## config.mk

```make
export PLATFORM = sky130hd
export DESIGN_NAME = relu_layer_seq
export DESIGN_NICKNAME = d
export VERILOG_FILES = /design/src/rtl/relu_layer_seq.sv
export SDC_FILE = /design/constraint.sdc
export NUM_CORES = 1
export LEC_CHECK = 0
export ABC_AREA = 1
export CAP_MARGIN = 30
export CORE_MARGIN = 5
export CORE_UTILIZATION = 38
export DETAILED_ROUTE_END_ITERATION = 10
export GPL_ROUTABILITY_DRIVEN = 0
export PLACE_DENSITY = 0.76
export SLEW_MARGIN = 20
export SYNTH_ARGS = -nofsm -noshare
export SYNTH_HDL_FRONTEND = slang
export SYNTH_SLANG_ARGS = --single-unit
```

## constraint.sdc

```tcl
create_clock -name clkext -period 1.7 [get_ports clkext]
set_input_delay 0.34 -clock clkext [delete_from_list [all_inputs] [get_ports clkext]]
set_output_delay 0.34 -clock clkext [all_outputs]
set_load 0.03 [all_outputs]
```

## src/rtl/relu_layer_seq.sv

```systemverilog
// Layer sequencer for the ReLU activation stage: streams accumulator words through
// the registered ReLU stage into the activation buffer and counts clipped negatives.
//
// state   | meaning
// S_IDLE  | waiting for start
// S_READ  | one accumulator read per cycle, index 0..N-1
// S_DRAIN | last two words finishing the ReLU stage and the write
// S_DONE  | one-cycle completion pulse
module relu_layer_seq #(
   parameter int DATA_W = 16,
   parameter int ADDR_W = 7
) (
   input  logic              clkext,
   input  logic              rst,
   input  logic              start,
   input  logic              abort,
   input  logic [ADDR_W:0]   num_neurons,
   input  logic              last_layer,
   output logic              acc_rd_en,
   output logic [ADDR_W-1:0] acc_rd_addr,
   input  logic [DATA_W-1:0] acc_rd_data,
   output logic [DATA_W-1:0] relu_data_in,
   output logic              relu_en,
   output logic              relu_bypass,
   input  logic [DATA_W-1:0] relu_out,
   output logic              act_wr_en,
   output logic [ADDR_W-1:0] act_wr_addr,
   output logic [DATA_W-1:0] act_wr_data,
   output logic              busy,
   output logic              done,
   output logic [ADDR_W:0]   clip_cnt
);

   typedef enum logic [1:0] {
      S_IDLE  = 2'd0,
      S_READ  = 2'd1,
      S_DRAIN = 2'd2,
      S_DONE  = 2'd3
   } state_t;

   localparam logic [ADDR_W:0] N_MAX = {1'b1, {ADDR_W{1'b0}}};
   localparam logic [ADDR_W:0] N_ONE = {{ADDR_W{1'b0}}, 1'b1};

   state_t              state_q, state_d;
   logic [ADDR_W:0]     n_q;
   logic                last_q;
   logic [ADDR_W-1:0]   rd_cnt;
   logic                drain_cnt;
   logic                v1, v2;
   logic [ADDR_W-1:0]   a1, a2;
   logic [ADDR_W:0]     clip_q;
   logic [ADDR_W:0]     n_clamp;
   logic                rd_last;
   logic                start_ok;

   assign n_clamp  = (num_neurons > N_MAX) ? N_MAX : num_neurons;
   assign rd_last  = ({1'b0, rd_cnt} == (n_q - N_ONE));
   assign start_ok = start && !abort && (state_q == S_IDLE);

   always_comb begin
      state_d = state_q;
      if (abort) begin
         state_d = S_IDLE;
      end else begin
         case (state_q)
            S_IDLE:  if (start) state_d = (n_clamp == '0) ? S_DONE : S_READ;
            S_READ:  if (rd_last) state_d = S_DRAIN;
            S_DRAIN: if (drain_cnt == 1'b0) state_d = S_DONE;
            S_DONE:  state_d = S_IDLE;
            default: state_d = S_IDLE;
         endcase
      end
   end

   always_ff @(posedge clkext or posedge rst) begin
      if (rst) begin
         state_q   <= S_IDLE;
         n_q       <= '0;
         last_q    <= 1'b0;
         rd_cnt    <= '0;
         drain_cnt <= 1'b0;
         v1        <= 1'b0;
         v2        <= 1'b0;
         a1        <= '0;
         a2        <= '0;
         clip_q    <= '0;
      end else begin
         state_q <= state_d;
         if (start_ok) begin
            n_q    <= n_clamp;
            last_q <= last_layer;
            rd_cnt <= '0;
         end else if (state_q == S_READ && !rd_last) begin
            rd_cnt <= rd_cnt + 1'b1;
         end
         // two-cycle drain timer, loaded while reading and expiring at zero
         if (state_q == S_READ)
            drain_cnt <= 1'b1;
         else if (state_q == S_DRAIN)
            drain_cnt <= drain_cnt - 1'b1;
         if (abort) begin
            v1 <= 1'b0;
            v2 <= 1'b0;
         end else begin
            v1 <= acc_rd_en;
            v2 <= v1;
         end
         a1 <= acc_rd_addr;
         a2 <= a1;
         if (start_ok)
            clip_q <= '0;
         else if (v1 && acc_rd_data[DATA_W-1] && !last_q && !abort)
            clip_q <= clip_q + N_ONE;
      end
   end

   assign acc_rd_en    = (state_q == S_READ);
   assign acc_rd_addr  = rd_cnt;
   assign busy         = (state_q == S_READ) || (state_q == S_DRAIN);
   assign done         = (state_q == S_DONE) && !abort;
   assign relu_en      = v1;
   assign relu_data_in = v1 ? acc_rd_data : '0;
   assign relu_bypass  = busy ? last_q : 1'b0;
   // the abort cycle already suppresses the write that was in flight
   assign act_wr_en    = v2 && !abort;
   assign act_wr_addr  = a2;
   assign act_wr_data  = act_wr_en ? relu_out : '0;
   assign clip_cnt     = clip_q;

endmodule

```

# After elaboration in Yosys (flattened, before gate mapping)

Cells that the tools add are included.

Register bits: 43
Input port bits: 45
Output and inout port bits: 60
Word-level logic and storage cells: 58

Add/sub/neg operators: 4
Order comparisons: 1
Equality and inequality tests: 7
Multiplexer cells: 18
Reductions and logical operators: 18

Operator list:

| cell                                                                     | count |
|---|---|
| 16-bit two-way mux                                                       | 2 |
| 8-bit two-way mux                                                        | 3 |
| 7-bit two-way mux                                                        | 2 |
| 2-bit two-way mux                                                        | 5 |
| 8-bit by 1-bit adder with 8-bit output (second input constant)           | 1 |
| 7-bit by 8-bit == test with 1-bit output                                 | 1 |
| 8-bit greater-than comparator (second input constant)                    | 1 |
| 1-bit logical AND                                                        | 8 |
| 8-bit zero test                                                          | 1 |
| 2-bit one-hot mux with 4 select lines                                    | 1 |
| 8-bit by 1-bit subtractor with 8-bit output (second input constant)      | 1 |
| 7-bit by 1-bit adder with 7-bit output (second input constant)           | 1 |
| 3-bit inequality test (second input constant)                            | 2 |
| 2-bit nonzero test                                                       | 3 |
| 1-bit two-way mux                                                        | 5 |
| 2-bit == test (second input constant)                                    | 2 |
| 1-bit zero test                                                          | 3 |
| 3-bit by 2-bit inequality test with 1-bit output (second input constant) | 1 |
| 3-bit AND reduction                                                      | 1 |
| 2-bit by 1-bit == test with 1-bit output (second input constant)         | 1 |
| 2-bit zero test                                                          | 1 |
| 1-bit logical OR                                                         | 1 |
| 1-bit subtractor (second input constant)                                 | 1 |

# Depth between registers and ports, before layout

Depth after elaboration: 7
Gate-level depth with buffers: 14
Gate-level depth less buffers: 13

# Worst setup path before layout

No wires, ideal clock.

Kind: flip-flop to flip-flop
Start: reg v1 (netlist: relu_en)
End: reg clip_q[6] (netlist: clip_cnt[6])
Setup time: 0.077 ns
Arrival: 1.683 ns
Required time: 1.623 ns
Setup slack: -0.060 ns
Stages on the path, launching flop included: 10
Period minus slack after synthesis: 1.760 ns
Cell sequence: dfrtp_1 buf_4 nand2_1 inv_1 nand3_2 nand2_2 nand3_2 nor3b_2 o21ai_0 a21oi_1

Cells in the longest elaborated chain, start to end: 4

Ends and longest elaborated chain:

| what                           | RTL line | source |
|---|---|---|
| start, declared                | 49       | `logic v1, v2;` |
| start signal, assigned         | 105      | `v1 <= acc_rd_en;` |
| 1-bit logical AND (3 in a row) | 112      | `else if (v1 && acc_rd_data[DATA_W-1] && !last_q && !abort)` |
| 2-bit nonzero test (no line)   | -        |  |
| end signal, assigned           | 113      | `clip_q <= clip_q + N_ONE;` |
| end, declared                  | 51       | `logic [ADDR_W:0] clip_q;` |

No other way between the ends.
A chain may end at the register's enable or synchronous reset.

# Worst setup path after layout

Start: reg n_q[1]
End: reg rd_cnt[2] (netlist: acc_rd_addr[2])

Cells in the longest elaborated chain, start to end: 5

Ends and longest elaborated chain:

| what                                        | RTL line | source |
|---|---|---|
| start, declared                             | 45       | `logic [ADDR_W:0] n_q;` |
| start signal, assigned                      | 90       | `n_q <= n_clamp;` |
| 8-bit by 1-bit subtractor with 8-bit output | 57       | `assign rd_last = ({1'b0, rd_cnt} == (n_q - N_ONE));` |
| 7-bit by 8-bit == test with 1-bit output    | 57       |  |
| 1-bit zero test                             | 93       | `end else if (state_q == S_READ && !rd_last) begin` |
| 1-bit logical AND                           | 93       |  |
| 2-bit nonzero test (no line)                | -        |  |
| end signal, assigned                        | 94       | `rd_cnt <= rd_cnt + 1'b1;` |
| end, declared                               | 47       | `logic [ADDR_W-1:0] rd_cnt;` |

No other way between the ends.

==> impl_metrics.json <==
{
  "die_area_um2": 8020,
  "layout.nets": 501,
  "synth_seq_cells": 43,
  "crit_path_top_delay_cell": "dfrtp_1",
  "grt_max_degree": 44,
  "cts.sinks": 43,
  "netlist.area_leader.share": 0.447,
  "worst_pin_slew_ns": 0.373,
  "relSlewSlack": 0.751,
  "power_w": 0.00439,
  "syn_avg_cell_area_um2": 7.50,
  "cp.arrival_ns": 1.90,
  "cts.root.buffer_cell": "clkbuf_8",
  "clkTransAtPathRegs_ns": 0.08,
  "min_path_cells": 0,
  "drt_wl_total_mm": 6.31,
  "max_stage_delay_ns": 0.39,
  "io_pins": 105,
  "comb_power_share": 0.535,
  "hpwl_mm": 4.98,
  "final_max_slew_viol_count": 0,
  "dp_slack_ns": -0.159,
  "grt_pass1_wl_mm": 10.4,
  "p_per_area_nw_per_um2": 1170,
  "io_buffers": 104,
  "cts.hold.buffers_added": 0,
  "rows": 29,
  "critPathMaxFanout": 7,
  "grt_usage": 0.162,
  "yosysSeqAreaShare": 0.447,
  "fmax_mhz": 594,
  "netSwitchingFraction": 0.430,
  "switchingPower_w": 0.00189,
  "drt-vias-per-instance": 4.58,
  "status": "finished, final reports clean",
  "path_common_cell": "nand2_1",
  "synthesis.area_um2": 2410,
  "p_clk_frac": 0.136,
  "synth_top_cell_by_area": "dfrtp_1",
  "synth-edff-count": 0,
  "die_y_um": 89.6,
  "async_flop_share": 1.00,
  "cap_viol_max_count": 0,
  "min_period_ns": 1.68,
  "die_w_um": 89.6,
  "insertion_delay_ns": 0.28,
  "ant_nets": 0,
  "dr.pass1.iters": 4,
  "detail_route.iter0.violations": 84,
  "h-tree-depth": 2,
  "drc": 0,
  "synth_top_cells_by_area": "dfrtp_1, nand2_1, inv_1, nand3_1, nor2_1",
  "rsz0062_at_grt": "true",
  "endpoint_kind": "flop",
  "nFillCells": 564,
  "p_int_w": 0.00250,
  "synth_fp_nets": 373,
  "initial_utilization": 0.386,
  "hp-class": "flop to flop",
  "synth-warning-count": 0,
  "antenna_found_initial": 0,
  "start_kind": "flop",
  "r2r-start": "n_q[1]",
  "routedWlPerCell_um": 12.0,
  "synth_common_cells": "nand2_1, inv_1, dfrtp_1",
  "syn_to_final_growth_pct": 55.3,
  "r2r_cells": 13,
  "yosysMostFrequentCell": "nand2_1",
  "vdd_drop_max_mv": 0.717,
  "tns_ns": 0,
  "final_cells": 525,
  "p_leak_nw": 2.12,
  "grt-ovfl-total": 0,
  "worstHoldStart": "a1[4]",
  "diodes": 0,
  "core-area_um2": 6240,
  "ys.flop_type": "dfrtp_1",
  "min_period_over_period": 0.990,
  "clock_path_buffers": 2,
  "critical_path_class": "flop to flop",
  "r2r_slack_ns": 0.02,
  "grt_pass1_vias": 2440,
  "timing.rr.end": "acc_rd_addr[2]",
  "setup_viol": 0,
  "worstHoldEndpoint": "act_wr_addr[4]",
  "synth_cells": 321,
  "crit_chain": "inv_2 > ha_4 > inv_1 > nand2_1 > nand3b_1 > nand2_1 > nand2_1 > nor2_2 > nand3_2 > nand2_4 > buf_6 > nand3_1 > nand2_1",
  "cts_tree": "built",
  "drive_above_1_share": 0.225,
  "skew_ns": 0.00524,
  "hold_viol": 0,
  "timing.final.ws_setup_ns": 0.0175,
  "numCtsBuffers": 5,
  "required_ns": 1.92,
  "synthDistinctLibCells": 30,
  "pwr-share-seq": 0.329,
  "via_count": 2406,
  "placed_cells": 514
}
==> cell usage in the layout, fill, tap and decap left out, types with 3 or more instances in the layout <==
cell,count
inv_1,54
nand3_2,6
nand3_1,28
inv_2,9
buf_4,58
nor2_2,5
dlygate4sd2_1,15
ha_1,5
clkbuf_8,5
nand3b_1,3
a21oi_1,7
xor2_1,7
nor2_1,33
nand2_2,6
o21ai_0,12
nand2_1,74
dfrtp_1,42
nor3_1,5
clkdlybuf4s50_1,51
==> worst max-delay path: cells and delay by family, from the launching register on <==
kind / cells / cell delay, ns
AND/OR/NAND/NOR: 9 / 0.77
adder cells (fa/ha/maj): 1 / 0.16
flip-flops: 1 / 0.39
buffers and inverters: 3 / 0.28
==> worst max-delay path by stage <==
stage | from | endpoint | slack [ns]
after detailed placement | n_q[0] | acc_rd_addr[4] | -0.16
after floorplan | n_q[0] | state_q[0] | 0.02
after global routing | n_q[0] | acc_rd_addr[2] | -0.12
final | n_q[1] | acc_rd_addr[2] | 0.02
after global placement | n_q[0] | acc_rd_addr[3] | -0.04
after CTS | n_q[0] | acc_rd_addr[2] | 0.004
==> area by class of cell <==
class,instances,area [um2],share of cell area
multi-input combinational,205,1090,0.291
tap,77,96.3,0.0258
clock buffer,5,68.8,0.0184
inverter,65,246,0.0660
sequential,43,1080,0.288
timing repair buffer,129,1150,0.308
clock inverter,1,7.51,0.00201
==> per-layer routing <==
layer / up-vias / track usage / part of all wire
met4: 0 / 0.0352 / 0.012
met5: - / 0 / 0
met3: 8 / 0.0529 / 0.075
met1: 1088 / 0.182 / 0.39
met2: 78 / 0.297 / 0.52
li1: 1232 / - / -
==> stage by stage <==
step                hold WS [ns]  instance area, um2   util
finish                     0.351                3740  0.599
global route               0.358                3740  0.599
CTS                        0.353                3700  0.593
detailed placement         0.335                3580  0.574
global placement           0.333                3580  0.574
floorplan                  0.331                2410      -
==> flip-flops by register name (all words and copies together), names as in the netlist <==
| register | count |
|---|---|
| a1 | 7 |
| acc_rd_addr | 7 |
| act_wr_addr | 7 |
| clip_cnt | 8 |
| drain_cnt | 1 |
| last_q | 1 |
| n_q | 8 |
| relu_en | 1 |
| state_q | 2 |
| v2 | 1 |
==> power by group through the flow <==
stage / Clock [W] / Combinational [W] / Sequential [W]
floorplan: 0 / 0.00127 / 0.00157
global placement: 0 / 0.00215 / 0.00145
detailed placement: 0 / 0.00221 / 0.00146
CTS: 0.000627 / 0.00230 / 0.00144
global route: 0.000668 / 0.00259 / 0.00148
finish: 0.000597 / 0.00235 / 0.00144
==> kinds of logic (layout without fill, tap and decap cells) <==
| logic type | after synthesis | count (layout) | synth area share |
|---|---|---|---|
| and+or+nand+nor | 167 | 167 | 0.316 |
| buffers and inverters | 73 | 200 | 0.120 |
| xor gates and xnor gates | 9 | 9 | 0.0328 |
| AOI/OAI and AO/OA | 22 | 22 | 0.0484 |
| adders and majority gates | 7 | 7 | 0.0364 |
| DFF | 43 | 43 | 0.447 |
==> what timing repair did <==
| item | in CTS | in global routing |
|---|---|---|
| resized for setup | 25 | 7 |
| endpoints found under the setup margin | 41 | 11 |
| pin swaps | 0 | 6 |
| buffers inserted | 3 | 2 |
Power figures use the tool's default switching activity.
